--- src/rtl/pe_feeder.sv ---
// Operand feeder for a systolic PE: host-loaded A/B pair buffer streamed out as
// a start pulse followed by alternating A/B write strobes, throttled by aff/bff.
module pe_feeder #(
    parameter int DEPTH = 16,
    parameter int AW    = 4
) (
    input  logic                 clk,
    input  logic                 rst,
    input  logic                 ld_we,
    input  logic [AW-1:0]        ld_addr,
    input  logic signed [15:0]   ld_a,
    input  logic signed [15:0]   ld_b,
    input  logic                 go,
    input  logic [7:0]           len,
    input  logic                 aff,
    input  logic                 bff,
    output logic                 start,
    output logic                 awe,
    output logic                 bwe,
    output logic signed [15:0]   a_out,
    output logic signed [15:0]   b_out,
    output logic                 busy,
    output logic                 done
);

    typedef enum logic [2:0] {
        S_IDLE,
        S_START,
        S_FEED_A,
        S_FEED_B,
        S_DONE
    } state_t;

    state_t state_q, state_d;
    logic [AW:0]        idx_q, idx_d;
    logic [AW:0]        n_q, n_d;
    logic signed [15:0] a_out_q, a_out_d;
    logic signed [15:0] b_out_q, b_out_d;
    logic [AW:0]        len_clamped;

    // Operand storage is deliberately left out of reset.
    logic signed [15:0] buf_a [DEPTH];
    logic signed [15:0] buf_b [DEPTH];

    always_ff @(posedge clk) begin
        if (ld_we && !busy) begin
            buf_a[ld_addr] <= ld_a;
            buf_b[ld_addr] <= ld_b;
        end
    end

    always_comb begin
        len_clamped = (int'(len) >= DEPTH) ? (AW+1)'(DEPTH) : (AW+1)'(len);
    end

    always_comb begin
        state_d = state_q;
        idx_d   = idx_q;
        n_d     = n_q;
        a_out_d = a_out_q;
        b_out_d = b_out_q;
        start   = 1'b0;
        awe     = 1'b0;
        bwe     = 1'b0;
        busy    = 1'b0;
        done    = 1'b0;
        case (state_q)
            S_IDLE: begin
                if (go) begin
                    n_d     = len_clamped;
                    idx_d   = '0;
                    state_d = (len_clamped == '0) ? S_DONE : S_START;
                end
            end
            S_START: begin
                start   = 1'b1;
                busy    = 1'b1;
                a_out_d = buf_a[idx_q[AW-1:0]];
                state_d = S_FEED_A;
            end
            S_FEED_A: begin
                busy = 1'b1;
                awe  = ~aff;
                if (!aff) begin
                    b_out_d = buf_b[idx_q[AW-1:0]];
                    state_d = S_FEED_B;
                end
            end
            S_FEED_B: begin
                busy = 1'b1;
                bwe  = ~bff;
                if (!bff) begin
                    if (idx_q == n_q - (AW+1)'(1)) begin
                        state_d = S_DONE;
                    end else begin
                        // Preload the next A so it is valid on FEED_A entry.
                        idx_d   = idx_q + (AW+1)'(1);
                        a_out_d = buf_a[idx_d[AW-1:0]];
                        state_d = S_FEED_A;
                    end
                end
            end
            S_DONE: begin
                done    = 1'b1;
                state_d = S_IDLE;
            end
            default: state_d = S_IDLE;
        endcase
    end

    always_ff @(posedge clk) begin
        if (rst) begin
            state_q <= S_IDLE;
            idx_q   <= '0;
            n_q     <= '0;
            a_out_q <= '0;
            b_out_q <= '0;
        end else begin
            state_q <= state_d;
            idx_q   <= idx_d;
            n_q     <= n_d;
            a_out_q <= a_out_d;
            b_out_q <= b_out_d;
        end
    end

    assign a_out = a_out_q;
    assign b_out = b_out_q;

endmodule

--- config.mk ---
export PLATFORM = sky130hd
export DESIGN_NAME = pe_feeder
export DESIGN_NICKNAME = d
export VERILOG_FILES = /design/src/rtl/pe_feeder.sv
export SDC_FILE = /design/constraint.sdc
export NUM_CORES = 1
export LEC_CHECK = 0
export ABC_AREA = 1
export CORE_MARGIN = 3
export CORE_UTILIZATION = 60
export DETAILED_ROUTE_END_ITERATION = 10
export PLACE_DENSITY_LB_ADDON = 0.25
export SKIP_LAST_GASP = 1
export SLEW_MARGIN = 20
export SYNTH_ARGS = -nofsm -noshare
export SYNTH_HDL_FRONTEND = slang
export SYNTH_SLANG_ARGS = --single-unit
--- constraint.sdc ---
create_clock -name clk -period 8.3 [get_ports clk]
set_input_delay 0.83 -clock clk [delete_from_list [all_inputs] [get_ports clk]]
set_output_delay 0.83 -clock clk [all_outputs]
set_load 0.01 [all_outputs]
# ---- Yosys cells after proc, flatten, opt, wreduce, memory -nomap -nowiden
# Memories as Yosys holds them, arrays and structs flattened. A register that Yosys moved wholly into a read port is not among the register bits.
# Index checks and enable logic that the tools add are counted.
dict set report totals {
  regBits 29
  ramBits 512
  input_bits 50
  output_inout_bits 37
  mem_count 2
}
# memory words width rd rd_ports_with_merged_regs wr line
set memory_table {}
lappend memory_table {buf_a 16 16 2 1 1 42} ;# logic signed [15:0] buf_a [DEPTH];
lappend memory_table {buf_b 16 16 1 1 1 43} ;# logic signed [15:0] buf_b [DEPTH];
dict set report classes {
  add_sub_neg 2
  order_cmp 1
  eq_ne 9
  n_mux 23
  n_bitwise 2
  reduce_logical 12
}
# operator count
set ops {}
lappend ops {{$mux W16} 2}
lappend ops {{$pmux W16 S2} 1}
lappend ops {{$mux W5} 4}
lappend ops {{$mux W3} 5}
lappend ops {{$pmux W3 S4} 1}
lappend ops {{$pmux W5 S2} 1}
lappend ops {{$ge A8 B5 Y1 const B} 1}
lappend ops {{$mux W4} 2}
lappend ops {{$ne A2 B2 Y1 const B} 4}
lappend ops {{$mux W1} 7}
lappend ops {{$eq A3 B2 Y1 const B} 2}
lappend ops {{$reduce_and A3 Y1} 2}
lappend ops {{$add A5 B1 Y5 const B} 1}
lappend ops {{$eq A5 B5 Y1} 1}
lappend ops {{$logic_not A5 Y1} 1}
lappend ops {{$sub A5 B1 Y5 const B} 1}
lappend ops {{$reduce_and A2 Y1} 2}
lappend ops {{$reduce_and A4 Y1} 1}
lappend ops {{$reduce_bool A2 Y1} 2}
lappend ops {{$eq A3 B1 Y1 const B} 1}
lappend ops {{$eq A3 B3 Y1 const B} 1}
lappend ops {{$logic_not A3 Y1} 1}
lappend ops {{$reduce_or A3 Y1} 1}
lappend ops {{$not A1 Y1} 2}
lappend ops {{other kinds (2)} 2}

# ---- Depth between registers and ports, before layout
dict set report depth {
  word_depth 7
  depth_mapped 14
  mapped_depth_nobuf 14
}

# ---- Worst setup path after synthesis
# No wires, ideal clock.
dict set report synth_timing {
  path_type {input to register}
  start {in ld_we}
  end {mem buf_a[10][0], enable pin}
  arrival_ns 2.561
  required_ns 7.879
  slack_ns 5.317
  cell_stages 4
  path_buffers 0
  path_cell_list {inv_1 nor2_1 nand3_1 nor2_1}
}
dict set report synth_between {
  elab_chain_cells 3
}
# item line
set synth_lines {}
lappend synth_lines {{from (decl)} 9} ;# input logic ld_we,
lappend synth_lines {{$logic_and A1 B1 Y1} 46} ;# if (ld_we && !busy) begin
lappend synth_lines {{$mux W1} 46}
lappend synth_lines {{$mux W1 (not written as such)} 47} ;# buf_a[ld_addr] <= ld_a;
lappend synth_lines {{to (decl)} 42}
# No other way between the ends.

# ---- Worst setup path after layout
dict set report layout_timing {
  start {reg idx_q[2]}
  end {reg a_out_q[15] (netlist: a_out[15])}
}
dict set report layout_between {
  elab_chain_cells 5
  word_cells_on_any_way 8
}
# item line
set layout_lines {}
lappend layout_lines {{from (decl)} 35} ;# logic [AW:0] idx_q, idx_d;
lappend layout_lines {{from (signal assigned)} 120} ;# idx_q <= idx_d;
lappend layout_lines {{$add A5 B1 Y5} 97} ;# idx_d = idx_q + (AW+1)'(1);
lappend layout_lines {{$mem_v2 Z16 W16} n/a}
lappend layout_lines {{$mux W16} 93} ;# if (idx_q == n_q - (AW+1)'(1)) begin
lappend layout_lines {{$mux W16} 92} ;# if (!bff) begin
lappend layout_lines {{$pmux W16 S2} 67} ;# case (state_q)
lappend layout_lines {{to (signal assigned)} 122} ;# a_out_q <= a_out_d;
lappend layout_lines {{to (decl)} 37} ;# logic signed [15:0] a_out_q, a_out_d;
# Parallel ways exist; a longest one is shown, timed or not. The select of a mux whose other input is x is not followed.
# A chain may end at the register's enable or synchronous reset.

==> results.cfg <==
[layout]
multi_input_area_mm2 = 0.00773
fillerInstances = 3150
final_nets = 2797
layoutNonFillerInstCount = 3369
fin_area_mm2 = 0.0290
flow.area_growth_from_synthesis_pct = 11.5
final_util = 0.684
n_antenna_cell = 0
drive_above_1_share = 0.0612
sequential_cell_area_mm2 = 0.0164

[synth]
library_cell_with_the_highest_instance_count_after_synthesis = nand2_1
synth-edff-count = 512
post_synth_and_or_nand_nor_area_fraction = 0.231
proportion_of_synthesized_area_in_mux_cells = 0
synth.lib_cells_used.distinct = 32
ys_seq_elements = 561
synth.yosys.warnings = 0
synth_fa_ha_area_frac = 0.000962
synth.yosys.seq_area_share = 0.629
area_leader_netlist = edfxtp_1
post_synth_inst_count = 2726
synth-main-ff-cell = edfxtp_1
synthesis.area_per_instance_um2 = 9.54
synth.net_count = 2778
synth_top_family_by_area = simple AND/OR/NAND/NOR gates
synth_common_cells = 639 x nand2_1, 512 x edfxtp_1, 489 x nand3_1
synth_compound_gate_area_share = 0.0573
post_synth_main_area_contributors = edfxtp_1 59%, nand3_1 9.4%, nand2_1 9.2%
post_synth_instance_area_mm2 = 0.0260
netlist.area_leader.share = 0.591
ffs_w_async_s_r_synth = 0
post_synth_xor_area_fraction = 0.00284

[setup_path]
worstSetupStartpointType = flop
cp_cell_sequence = buf_4, clkinv_1, buf_4, nand3_1, nand2_1, nand2_1, o21bai_4, inv_2, nand3_1, nand2_1, inv_1
timing_worst_setup_path_type = flop to flop
crit_fanout = 38
crit_path_required_time_ns = 8.80
critical-path-max-stage-delay_ns = 0.98
cp.arrival_ns = 4.25
end_kind = flop
cpLargestDelayFamily = buffers and inverters
critical_path.most_common_cell = nand2_1
critical-path-slowest-cell = clkinv_1
buffering_stage_count_on_the_worst_path_with_inverters_included = 5

[global_route]
grt_pass1_wl_um = 111000
vias_in_the_first_global_route = 20000
globalRoute.totalOverflow = 0
maximum_number_of_pins_on_one_net_before_global_route_repair = 106
globalRouteTotalUtil = 0.311
grt_antenna_before_repair = 0

[sta]
transition_time_of_the_tightest_slew_check_pin_ns = 1.17
setup-tns-final_ns = 0
timing.fmax_mhz = 267
hold_viol_final = 0
setup_violations = 0
min_period_ns = 3.75
period_utilization_post_route = 0.452
finClkSkew_ns = 0.0182
grt_setup_unrepaired = false
relSlewSlack = 0.223
slew_violations = 0

[die]
chip_height_um = 214
die_x_um = 214
dieArea_mm2 = 0.0459
floorplan.io_pins = 87
initial_core_util = 0.613
rows = 75
core_area_mm2 = 0.0424

[clock_tree]
clk_path_buf_depth = 3
cts_inserted_buffers = 56
clkSlewWorstSetupHoldPaths_ns = 0.06
ctsRootBufferMaster = clkbuf_16
post_cts.repair.setup_buffers = 0
cts_max_level = 2
cts_sinks = 561
worst_skew_pair.late_latency_ns = 0.62
cts-hold-fix-buffers = 0
tritoncts = yes
cts_repair_resize_count = 0

[status]
outcome = complete, no violations

[placed_design]
dpl_cell_area_mm2 = 0.0272
gpl.final_weighted_congestion = 0.819
post-dp-hpwl_um = 35900
io_buffer_count = 86
placed_cells_incl_taps = 3264

[pwr]
fin_total_pwr_w = 0.00753
p_leak_nw = 11.3
vdd_ir_drop_max_uv = 201
power.density_cell_area_mw_per_mm2 = 259

[routing]
routed_wire_length_per_instance_um = 21.5
drt.antenna.violating_nets = 0
drt-total-wl_um = 72600
detail_route.first_pass.iterations = 6
drt_initial_violations = 2488
drc_errors = 0
vias = 20300
post_drt_via_cell_ratio = 6.01

[hold_path]
min_path_type = flop to flop

[run]
timing.max_cap.violations = 0
cell families after synthesis:
| logic type | Yosys count |
|---|---|
| AOI/OAI and AO/OA | 251 |
| xor gates and xnor gates | 5 |
| adders and majority gates | 2 |
| buffers and inverters | 492 |
| DFF | 561 |
| and+or+nand+nor | 1415 |
area by class of cell:
type | count | share of cell area
clock buffer | 82 | 0.0537
inverter | 328 | 0.0427
tap | 577 | 0.0249
sequential | 561 | 0.564
timing repair buffer | 125 | 0.0396
clock inverter | 23 | 0.00828
multi-input combinational | 1673 | 0.267
routing by layer:
layer  global-route usage  vias to the layer above  wire [um]
met5                    0                        -          0
met1                0.394                     9511      26200
met2                0.511                     1299      34200
li1                     -                     9154          -
met4                0.182                        0       4200
met3               0.0495                      298       7940
state kept, by name (all words and copies together) (netlist names), named ones only:
| signal | count |
|---|---|
| a_out | 16 |
| b_out | 16 |
| idx_q | 5 |
| buf_b | 256 |
| buf_a | 256 |
| n_q | 5 |
| state_q | 3 |
final timing paths:
| check | slack [ns] | from | cells past startpoint | endpoint |
|---|---|---|---|---|
| max | 4.55 | idx_q[2]$_SDFFE_PP0P_ | 11 | a_out[15]$_SDFFE_PP0P_ |
| min | 0.53 | n_q[1]$_SDFFE_PP0P_ | 2 | n_q[1]$_SDFFE_PP0P_ |
| max reg2reg | 4.55 | idx_q[2]$_SDFFE_PP0P_ | 11 | a_out[15]$_SDFFE_PP0P_ |
| min reg2reg | 0.53 | n_q[1]$_SDFFE_PP0P_ | 2 | n_q[1]$_SDFFE_PP0P_ |
layout by cell type, fill, tap and decap left out, types with 39 or more instances in the layout:
cell type,n
nand2_1,639
edfxtp_1,512
nand3_1,489
inv_1,319
nor2_1,254
o21ai_0,87
clkdlybuf4s50_1,85
o211ai_1,80
clkbuf_16,56
o21ai_1,53
dfxtp_1,44
buf_4,39
worst register-to-register path, stage by stage (launching register included):
cell and delay [ns]:
dfxtp_2 0.31, buf_4 0.48, clkinv_1 1.01, buf_4 0.52, nand3_1 0.10, nand2_1 0.05
nand2_1 0.15, o21bai_4 0.24, inv_2 0.50, nand3_1 0.15, nand2_1 0.08, inv_1 0.04
power breakdown:
group | switching, W | leakage [nW] | internal [W]
Clock | 0.00106 | 0.870 | 0.00143
Sequential | 0.0000690 | 5.02 | 0.00316
Combinational | 0.00126 | 5.43 | 0.000555
Total | 0.00239 | 11.3 | 0.00514
through the flow:
stage	setup slack [ns]	hold WS (ns)
6_report	4.55	0.533
3_5_place_dp	4.63	0.521
4_1_cts	4.56	0.535
2_1_floorplan	5.32	0.477
3_3_place_gp	4.68	0.503
5_1_grt	4.42	0.563
No activity file was read; power rests on OpenSTA's default activity.
